<file path="src/rtl/sprite_fetch_arbiter.sv">
// Shared sprite ROM fetch arbiter: per-pixel hit test across NUM_SPRITES, ROM address/id issue, colour return.
// Optional collision statistics are enabled by defining SPRITE_COLLIDE_EN.

module sprite_fetch_lane #(
  parameter int SPRITE_W = 50,
  parameter int SPRITE_H = 50,
  parameter int ADDR_W   = 13
) (
  input  logic              en,
  input  logic              pix_valid,
  input  logic [9:0]        x,
  input  logic [8:0]        y,
  input  logic [9:0]        sx,
  input  logic [8:0]        sy,
  output logic              hit,
  output logic [ADDR_W-1:0] addr
);
  logic [10:0] x_end;
  logic [9:0]  y_end;
  logic [9:0]  dx;
  logic [8:0]  dy;

  // One extra bit so a sprite hanging off the right/bottom never wraps to 0
  assign x_end = {1'b0, sx} + 11'(SPRITE_W);
  assign y_end = {1'b0, sy} + 10'(SPRITE_H);
  assign hit   = en && pix_valid && (x >= sx) && ({1'b0, x} < x_end) &&
                 (y >= sy) && ({1'b0, y} < y_end);
  assign dx    = x - sx;
  assign dy    = y - sy;
  assign addr  = ADDR_W'(int'(dx) + SPRITE_W * int'(dy));
endmodule

module sprite_fetch_arbiter #(
  parameter int NUM_SPRITES = 4,
  parameter int SPRITE_W    = 50,
  parameter int SPRITE_H    = 50,
  parameter int ADDR_W      = 13,
  parameter int ID_W        = 2,
  parameter int COLOR_W     = 12,
  parameter int RAM_LATENCY = 2,
  parameter logic [COLOR_W-1:0] TRANSPARENT = COLOR_W'(12'h0F0)
) (
  input  logic                     clk,
  input  logic                     resetn,
  input  logic                     frame_start,
  input  logic                     pix_valid,
  input  logic [9:0]               x,
  input  logic [8:0]               y,
  input  logic [NUM_SPRITES-1:0]   sprite_en,
  input  logic [10*NUM_SPRITES-1:0] sprite_x,
  input  logic [9*NUM_SPRITES-1:0] sprite_y,
  output logic [ADDR_W-1:0]        rom_addr,
  output logic [ID_W-1:0]          rom_id,
  input  logic [COLOR_W-1:0]       rom_color,
  output logic                     out_valid,
  output logic                     out_hit,
  output logic [COLOR_W-1:0]       out_color
`ifdef SPRITE_COLLIDE_EN
  ,
  output logic                     collide_flag,
  output logic [15:0]              collide_count
`endif
);
  logic [NUM_SPRITES-1:0]             sh_en;
  logic [NUM_SPRITES-1:0][9:0]        sh_x;
  logic [NUM_SPRITES-1:0][8:0]        sh_y;
  logic [NUM_SPRITES-1:0]             hit;
  logic [NUM_SPRITES-1:0][ADDR_W-1:0] lane_addr;
  logic                               any_hit;
  logic [ADDR_W-1:0]                  win_addr;
  logic [ID_W-1:0]                    win_id;
  logic [RAM_LATENCY:0]               vld_pipe;
  logic [RAM_LATENCY:0]               hit_pipe;
  logic                               opaque;

  // Positions change only at frame boundaries so a sprite never tears mid-frame
  always_ff @(posedge clk or negedge resetn) begin
    if (!resetn) begin
      sh_en <= '0;
      sh_x  <= '0;
      sh_y  <= '0;
    end else if (frame_start) begin
      sh_en <= sprite_en;
      for (int i = 0; i < NUM_SPRITES; i++) begin
        sh_x[i] <= sprite_x[10*i +: 10];
        sh_y[i] <= sprite_y[9*i +: 9];
      end
    end
  end

  for (genvar g = 0; g < NUM_SPRITES; g++) begin : g_lane
    sprite_fetch_lane #(
      .SPRITE_W (SPRITE_W),
      .SPRITE_H (SPRITE_H),
      .ADDR_W   (ADDR_W)
    ) u_lane (
      .en        (sh_en[g]),
      .pix_valid (pix_valid),
      .x         (x),
      .y         (y),
      .sx        (sh_x[g]),
      .sy        (sh_y[g]),
      .hit       (hit[g]),
      .addr      (lane_addr[g])
    );
  end

  // Scan high to low so the lowest index is the last writer and wins
  always_comb begin
    any_hit  = 1'b0;
    win_addr = '0;
    win_id   = '0;
    for (int i = NUM_SPRITES-1; i >= 0; i--) begin
      if (hit[i]) begin
        any_hit  = 1'b1;
        win_addr = lane_addr[i];
        win_id   = ID_W'(i);
      end
    end
  end

  always_ff @(posedge clk or negedge resetn) begin
    if (!resetn) begin
      rom_addr <= '0;
      rom_id   <= '0;
      vld_pipe <= '0;
      hit_pipe <= '0;
    end else begin
      rom_addr    <= win_addr;
      rom_id      <= win_id;
      vld_pipe[0] <= pix_valid;
      hit_pipe[0] <= any_hit;
      for (int i = 1; i <= RAM_LATENCY; i++) begin
        vld_pipe[i] <= vld_pipe[i-1];
        hit_pipe[i] <= hit_pipe[i-1];
      end
    end
  end

  assign opaque = hit_pipe[RAM_LATENCY] && (rom_color != TRANSPARENT);

  always_ff @(posedge clk or negedge resetn) begin
    if (!resetn) begin
      out_valid <= 1'b0;
      out_hit   <= 1'b0;
      out_color <= '0;
    end else begin
      out_valid <= vld_pipe[RAM_LATENCY];
      out_hit   <= opaque;
      out_color <= opaque ? rom_color : '0;
    end
  end

`ifdef SPRITE_COLLIDE_EN
  logic        multi;
  logic        acc_flag;
  logic [15:0] acc_count;
  logic        flag_next;
  logic [15:0] count_next;

  // Two or more bits set <=> clearing the lowest set bit leaves something
  assign multi      = |(hit & (hit - 1'b1));
  assign flag_next  = acc_flag | multi;
  assign count_next = (multi && acc_count != 16'hFFFF) ? acc_count + 16'd1 : acc_count;

  // The frame_start pixel still belongs to the frame being reported
  always_ff @(posedge clk or negedge resetn) begin
    if (!resetn) begin
      acc_flag      <= 1'b0;
      acc_count     <= '0;
      collide_flag  <= 1'b0;
      collide_count <= '0;
    end else if (frame_start) begin
      collide_flag  <= flag_next;
      collide_count <= count_next;
      acc_flag      <= 1'b0;
      acc_count     <= '0;
    end else begin
      acc_flag  <= flag_next;
      acc_count <= count_next;
    end
  end
`else
  // No collision tracking; the priority path above is the whole design.
`endif
endmodule
</file>
<file path="config.mk">
export PLATFORM = sky130hd
export DESIGN_NAME = sprite_fetch_arbiter
export DESIGN_NICKNAME = d
export VERILOG_FILES = /design/src/rtl/sprite_fetch_arbiter.sv
export SDC_FILE = /design/constraint.sdc
export NUM_CORES = 1
export LEC_CHECK = 0
export BUFFER_PORTS_ARGS = -buffer_cell sky130_fd_sc_hd__buf_4
export CAP_MARGIN = 20
export CORE_ASPECT_RATIO = 0.8
export CORE_MARGIN = 5
export CORE_UTILIZATION = 30
export CTS_BUF_LIST = sky130_fd_sc_hd__clkbuf_4
export DETAILED_ROUTE_END_ITERATION = 10
export PLACE_DENSITY = 0.49
export SYNTH_ARGS = -nofsm -noshare
export SYNTH_HDL_FRONTEND = slang
export SYNTH_SLANG_ARGS = --single-unit
export TNS_END_PERCENT = 50
</file>
<file path="constraint.sdc">
create_clock -name clk -period 5 [get_ports clk]
set_input_delay 0.75 -clock clk [delete_from_list [all_inputs] [get_ports clk]]
set_output_delay 0.75 -clock clk [all_outputs]
set_load 0.02 [all_outputs]
</file>
* Word-level counts from Yosys, hierarchy flattened
Index checks and enable logic that the tools add are counted.
** Storage, ports and cells
- Register bits after elaboration :: 115
- Input port bits :: 115
- Output and inout port bits :: 29
- Word-level logic and storage cells :: 91
** Cells by class
- $add $sub $neg :: 20
- Multipliers :: 4
- Order comparisons :: 16
- Eq/ne operators :: 1
- Mux-type cells :: 13
- Reductions and logical operators :: 21
** Operators with widths (count)
- 11-bit by 13-bit adder with 13-bit output :: 4
- 13-bit 2-to-1 mux :: 4
- 5-bit by 9-bit multiplier with 12-bit output (first input constant) :: 4
- 10-bit by 6-bit adder with 11-bit output (second input constant) :: 4
- 10-bit by 11-bit < comparator with 1-bit output :: 4
- 9-bit by 6-bit adder with 10-bit output (second input constant) :: 4
- 10-bit >= comparator :: 4
- 9-bit by 10-bit < comparator with 1-bit output :: 4
- 10-bit subtractor :: 4
- 9-bit >= comparator :: 4
- 9-bit subtractor :: 4
- 1-bit logical AND :: 21
- 12-bit 2-to-1 mux :: 1
- 12-bit by 8-bit != test with 1-bit output (second input constant) :: 1
- 2-bit 2-to-1 mux :: 4
- 1-bit 2-to-1 mux :: 4

* Depth between registers and ports, before layout
- Depth after elaboration :: 9
- Gate-level depth with buffers :: 24
- Mapped depth without buffers :: 24

* Hierarchy
A second synthesis with hierarchy kept.
** Unflattened totals
- Cells, all modules :: 1560
- Area, all modules :: 14521.4 sq um
** By module, submodules not included
- sprite_fetch_arbiter :: instances 1, cells each 289, area an instance 4479.3 sq um
- sprite_fetch_lane (g_lane[0].u_lane) :: instances 1, cells each 324, area an instance 2532.4 sq um
- sprite_fetch_lane (g_lane[2].u_lane) :: instances 1, cells each 320, area an instance 2511.2 sq um
- sprite_fetch_lane (g_lane[3].u_lane) :: instances 1, cells each 316, area an instance 2501.1 sq um
- sprite_fetch_lane (g_lane[1].u_lane) :: instances 1, cells each 311, area an instance 2497.4 sq um

* Least setup slack after synthesis
Ideal clock, no wire load.
- Path type :: input to register
- From :: in y[0]
- To :: reg rom_addr[12]
- Library setup time :: 0.094 ns
- Arrival :: 5.229 ns
- Required time :: 4.906 ns
- Setup slack :: -0.323 ns
- Stages :: 22
- Buffers on the path :: 0
- Cell sequence :: inv_1 -> ha_1 -> inv_1 -> fa_1 -> a21o_1 -> a21o_1 -> xor2_1 -> ha_1 -> ha_1 -> inv_1 -> fa_1 -> inv_1 -> ha_1 -> inv_1 -> o21ai_0 -> xor2_1 -> ha_1 -> nand2_1 -> o41ai_1 -> and4_1 -> nor3_1 -> a211oi_1
** On the way
- Longest elaborated chain between the ends :: 7
- Elaborated cells between the ends (all ways) :: 32
- Classes of those cells :: add/sub (8); mul (4); order compare (8); mux (4); reduce/logical (8)
** Ends and longest elaborated chain
- from (decl) :: RTL line 48 : input logic [8:0] y,
- 9-bit subtractor or 9-bit >= comparator (tied branches) :: RTL line 29, 27
- 5-bit by 9-bit multiplier with 12-bit output or 1-bit logical AND (tied branches) :: RTL line 30, 26
- 11-bit by 13-bit adder with 13-bit output or 1-bit logical AND (tied branches) :: RTL line 30, 27
- 13-bit 2-to-1 mux (3 in series) :: RTL line 114 : if (hit[i]) begin
- 13-bit 2-to-1 mux * :: RTL line 114
- net win_addr[12] :: RTL line 70 : logic [ADDR_W-1:0] win_addr;
- to (signal assigned) :: RTL line 129 : rom_addr <= win_addr;
- to (decl) :: RTL line 52 : output logic [ADDR_W-1:0] rom_addr,
The timed path passes the listed nets; every way through them passes the cells marked *.
A chain may end at the register's enable or synchronous reset.

* Final worst setup path
- From :: reg sh_y[9] (netlist name)
- To :: reg rom_addr[12]
** On the way
- Longest elaborated chain between the ends :: 5
- Elaborated cells between the ends (all ways) :: 10
- Classes of those cells :: add/sub (3); mul (1); order compare (2); mux (2); reduce/logical (2)
** Ends and longest elaborated chain
- from (decl) :: RTL line 66 : logic [NUM_SPRITES-1:0][8:0] sh_y;
- from (signal, indexed assignment) :: RTL line 86 : sh_y[i] <= sprite_y[9*i +: 9];
- 9-bit subtractor, or another cell as far along :: RTL line 29 : assign dy = y - sy;
- 5-bit by 9-bit multiplier with 12-bit output, or another cell as far along :: RTL line 30 : assign addr = ADDR_W'(int'(dx) + SPRITE_W * int'(dy));
- 11-bit by 13-bit adder with 13-bit output or 1-bit logical AND (tied branches) :: RTL line 30, 27
- 13-bit 2-to-1 mux * (2 in series) :: RTL line 114
- net win_addr[12] :: RTL line 70
Marks and branches as above.

==> impl_metrics.env <==
export IMPL_routabilityCongestion=0.843
export IMPL_max_freq_ghz=0.205
export IMPL_p_seq_share_pct=9.3
export IMPL_p_leak_nw=8.75
export IMPL_cpPeakStageDelay_ps=490
export IMPL_slowest_stage="fa_1"
export IMPL_placed_area_sq_um=17100
export IMPL_crit_path_max_fanout=3
export IMPL_sw_frac_of_total_pct=46.4
export IMPL_grt_ovfl_total=0
export IMPL_first_iter_violations=608
export IMPL_drtPass1Iterations=5
export IMPL_endpoint_kind="flip-flop"
export IMPL_fin_cells=2576
export IMPL_powerDensity_nw_per_um2=663
export IMPL_grt_pass1_wl_mm=65.8
export IMPL_detail_route_antenna_nets=0
export IMPL_wl_per_cell_um=16.2
export IMPL_drt_met1_wl_mm=19.7
export IMPL_synth_xor_area_share_pct=10.2
export IMPL_period_minus_slack_ps=4870
export IMPL_synth_compound_area_share_pct=18.5
export IMPL_cts_tree="built"
export IMPL_antenna_found_initial=2
export IMPL_numCtsBuffers=17
export IMPL_slew_violations=0
export IMPL_p_int_w=0.00628
export IMPL_core_area_sq_um=45900
export IMPL_rows=70
export IMPL_netlist_area_sq_um=14000
export IMPL_track_usage_pct=16.2
export IMPL_dp_hpwl_mm=34.8
export IMPL_rsz0062_at_grt="yes"
export IMPL_synth_nets=2069
export IMPL_hold_class="in -> async"
export IMPL_crit_chain="ha_2, inv_2, fa_2, a21o_1, a21o_1, xor2_2, ha_1, ha_1, inv_1, fa_1, inv_2, ha_4, o21ai_4, a21boi_2, nor2_1, ha_1, o2111ai_2, a2111oi_2, xor2_1, and3_1, a211oi_2"
export IMPL_final_layout_size_suffix_gt1_share_pct=22.0
export IMPL_num_vias=12500
export IMPL_max_vdd_ir_drop_mv=0.535
export IMPL_ys_async_sr_fraction_pct=100
export IMPL_p_comb_share_pct=83.6
export IMPL_grt_max_degree=97
export IMPL_die_x_um=251
export IMPL_grt_pass1_vias=12600
export IMPL_netlist_instances=1638
export IMPL_clk_path_buf_depth=2
export IMPL_tightest_slew_ps=942
export IMPL_setup_viol=0
export IMPL_synth_mux_area_share_pct=1.25
export IMPL_synth_simple_area_share_pct=13.5
export IMPL_drc=0
export IMPL_relSlewSlack_pct=37.1
export IMPL_finalCoreUtilization_pct=38.5
export IMPL_critPathArrivalTime_ps=5430
export IMPL_fin_area_sq_um=17700
export IMPL_cp_buffers_inverters=3
export IMPL_worstSkewPairLatency_ps=670
export IMPL_finalWirelength_mm=41.8
export IMPL_fin_skew_ps=42.6
export IMPL_path_clk_slew_ps=160
export IMPL_cap_violations=0
export IMPL_dieArea_sq_um=51100
export IMPL_dieHeight_um=203
export IMPL_switchingPower_w=0.00544
export IMPL_cp_required_ps=5560
export IMPL_top_layer_used="met4"
export IMPL_run_status="finished clean"
export IMPL_synth_cell_type_count=65
export IMPL_fillers=4745
export IMPL_hold_viol_final=0
export IMPL_finalPower_w=0.0117
export IMPL_synth_top_family_by_area="adder cells"
export IMPL_synth_fa_ha_area_share_pct=30.0
export IMPL_synth_yosys_seq_area_share_pct=20.6
export IMPL_setup_tns_final_ps=0
export IMPL_io_buffer_count=143
export IMPL_start_util_pct=30.5
export IMPL_crit_type="reg -> reg"
export IMPL_nets=2380
export IMPL_drt_vias_per_instance=4.84
export IMPL_ys_flop_type="dfrtp_1"
export IMPL_io_pins=144
export IMPL_wl_met2_mm=20.1
export IMPL_synth_edf_count=0
export IMPL_p_clk_share_pct=7.0
export IMPL_htreeDepth=4
export IMPL_start_kind="flip-flop"
export IMPL_syn_avg_cell_area_sq_um=8.54
export IMPL_crit_family="adder cells"
export IMPL_ys_ff_latch=115
export IMPL_cts_root_buf="clkbuf_4"
export IMPL_area_growth_pct=26.5
export IMPL_cts_sinks=115
export IMPL_fin_crit_sh_pct=97.4
export IMPL_dp_cells=2533
export IMPL_wl_met3_mm=1.36
export IMPL_ys_warn_count=0
export IMPL_worst_path_most_repeated_cell="ha_1"
-- synthesized netlist by cell type, types with 10 or more instances --
cell | number | area share (%)
a211oi_1 | 11 | 0.59
a21boi_0 | 22 | 1.2
a21o_1 | 32 | 1.7
a21oi_1 | 79 | 2.8
and2_1 | 13 | 0.58
and3_1 | 12 | 0.54
clkbuf_1 | 19 | 0.51
dfrtp_1 | 115 | 21
fa_1 | 32 | 4.6
ha_1 | 284 | 25
inv_1 | 198 | 5.3
mux2_2 | 12 | 0.97
nand2_1 | 143 | 3.8
nand3_1 | 20 | 0.72
nand4_1 | 20 | 0.89
nor2_1 | 100 | 2.7
nor2b_1 | 18 | 0.81
nor3_1 | 34 | 1.2
o211ai_1 | 13 | 0.70
o21a_1 | 28 | 1.5
o21ai_0 | 148 | 5.3
o21bai_1 | 10 | 0.54
xnor2_1 | 110 | 6.9
xor2_1 | 37 | 2.3
-- worst paths after layout --
| path | startpoint | cells after the start | slack [ps] | to |
|---|---|---|---|---|
| setup / recovery | sh_y[9] | 21 | 130 | rom_addr[12] |
| hold / removal | resetn | 1 | 50 | rom_addr[9] |
| setup reg to reg | sh_y[9] | 21 | 130 | rom_addr[12] |
| hold reg to reg | vld_pipe[2] | 0 | 360 | out_valid |
| max in group asynchronous | resetn | 2 | 3930 | sh_x[39] |
| min in group clk | sprite_y[12] | 3 | 290 | sh_y[12] |
-- area by class of cell --
type	instances	area, sq um	area share, %
clock buffer	17	128	0.721
clock inverter	15	185	1.05
timing repair buffer	316	2380	13.5
multi-input combinational	1301	10600	59.9
antenna	2	5.00	0.0283
inverter	198	743	4.20
sequential	115	2880	16.3
tap	612	766	4.33
-- cells by family (layout without fill, tap and decap cells) --
logic type,count (synthesis),after routing
compound gates,412,412
xor+xnor,153,153
fa+ha+maj,316,316
buf+inv,222,546
flops,115,115
mux,16,16
other cells,0,2
simple gates,404,404
-- registers in the layout (all words and copies together), names as in the netlist --
register,flops
vld_pipe,3
rom_addr,13
sh_x,40
out_hit,1
sh_y,36
out_color,12
out_valid,1
hit_pipe,3
sh_en,4
rom_id,2
-- worst reg2reg max path, cell delays in order, from the launching register on --
cell       delay (ps)
dfrtp_1           410
ha_2              210
inv_2              50
fa_2              400
a21o_1            190
a21o_1            230
xor2_2            200
ha_1              290
ha_1              280
inv_1              50
fa_1              490
inv_2              50
ha_4              270
o21ai_4            60
a21boi_2          150
nor2_1             60
ha_1              350
o2111ai_2         150
a2111oi_2         410
xor2_1            250
and3_1            210
a211oi_2           40
-- layer usage --
metal / track usage, % / up-vias
li1: - / 6375
met1: 21.7 / 5896
met2: 27.4 / 158
met3: 2.70 / 29
met4: 3.62 / 0
met5: 0 / -
-- power by group through the flow --
stage               registers, W  logic (W)  clock network, W
detailed placement       0.00111    0.00922                 0
global route             0.00111     0.0109          0.000895
floorplan                0.00113    0.00602                 0
finish                   0.00109    0.00980          0.000823
global placement         0.00111    0.00910                 0
CTS                      0.00109    0.00933          0.000857
-- layout by cell type (no fill, tap or decap), drive strengths merged, types with 11 or more instances in the layout --
| cell type | netlist | routed |
|---|---|---|
| a21o | 32 | 32 |
| nand3 | 20 | 20 |
| xor2 | 37 | 37 |
| fa | 32 | 32 |
| and3 | 12 | 12 |
| nand4 | 20 | 20 |
| and2 | 13 | 13 |
| dfrtp | 115 | 115 |
| ha | 284 | 284 |
| buf | 5 | 316 |
| a21boi | 22 | 22 |
| nor2b | 18 | 18 |
| mux2 | 12 | 12 |
| clkbuf | 19 | 17 |
| a211oi | 11 | 11 |
| nor2 | 100 | 100 |
| nand2 | 143 | 143 |
| o21ai | 148 | 148 |
| o21a | 28 | 28 |
| nor3 | 34 | 34 |
| xnor2 | 110 | 110 |
| a21oi | 81 | 81 |
| inv | 198 | 208 |
| o211ai | 13 | 13 |
-- repair_timing --
action,CTS,global route
resized for setup,1,56
setup endpoints to repair,1,6
buffers inserted,0,9
pin swaps,0,35
hold buffers,0,0
-- metrics by stage --
stage	hold WS, ps	setup WS [ps]
after floorplan	331	4.93
after global routing	46.2	-51.2
after global placement	333	-516
after CTS	2.64	14.9
final	49.8	130
after detailed placement	335	-716
No activity file was read; power rests on OpenSTA's default activity.
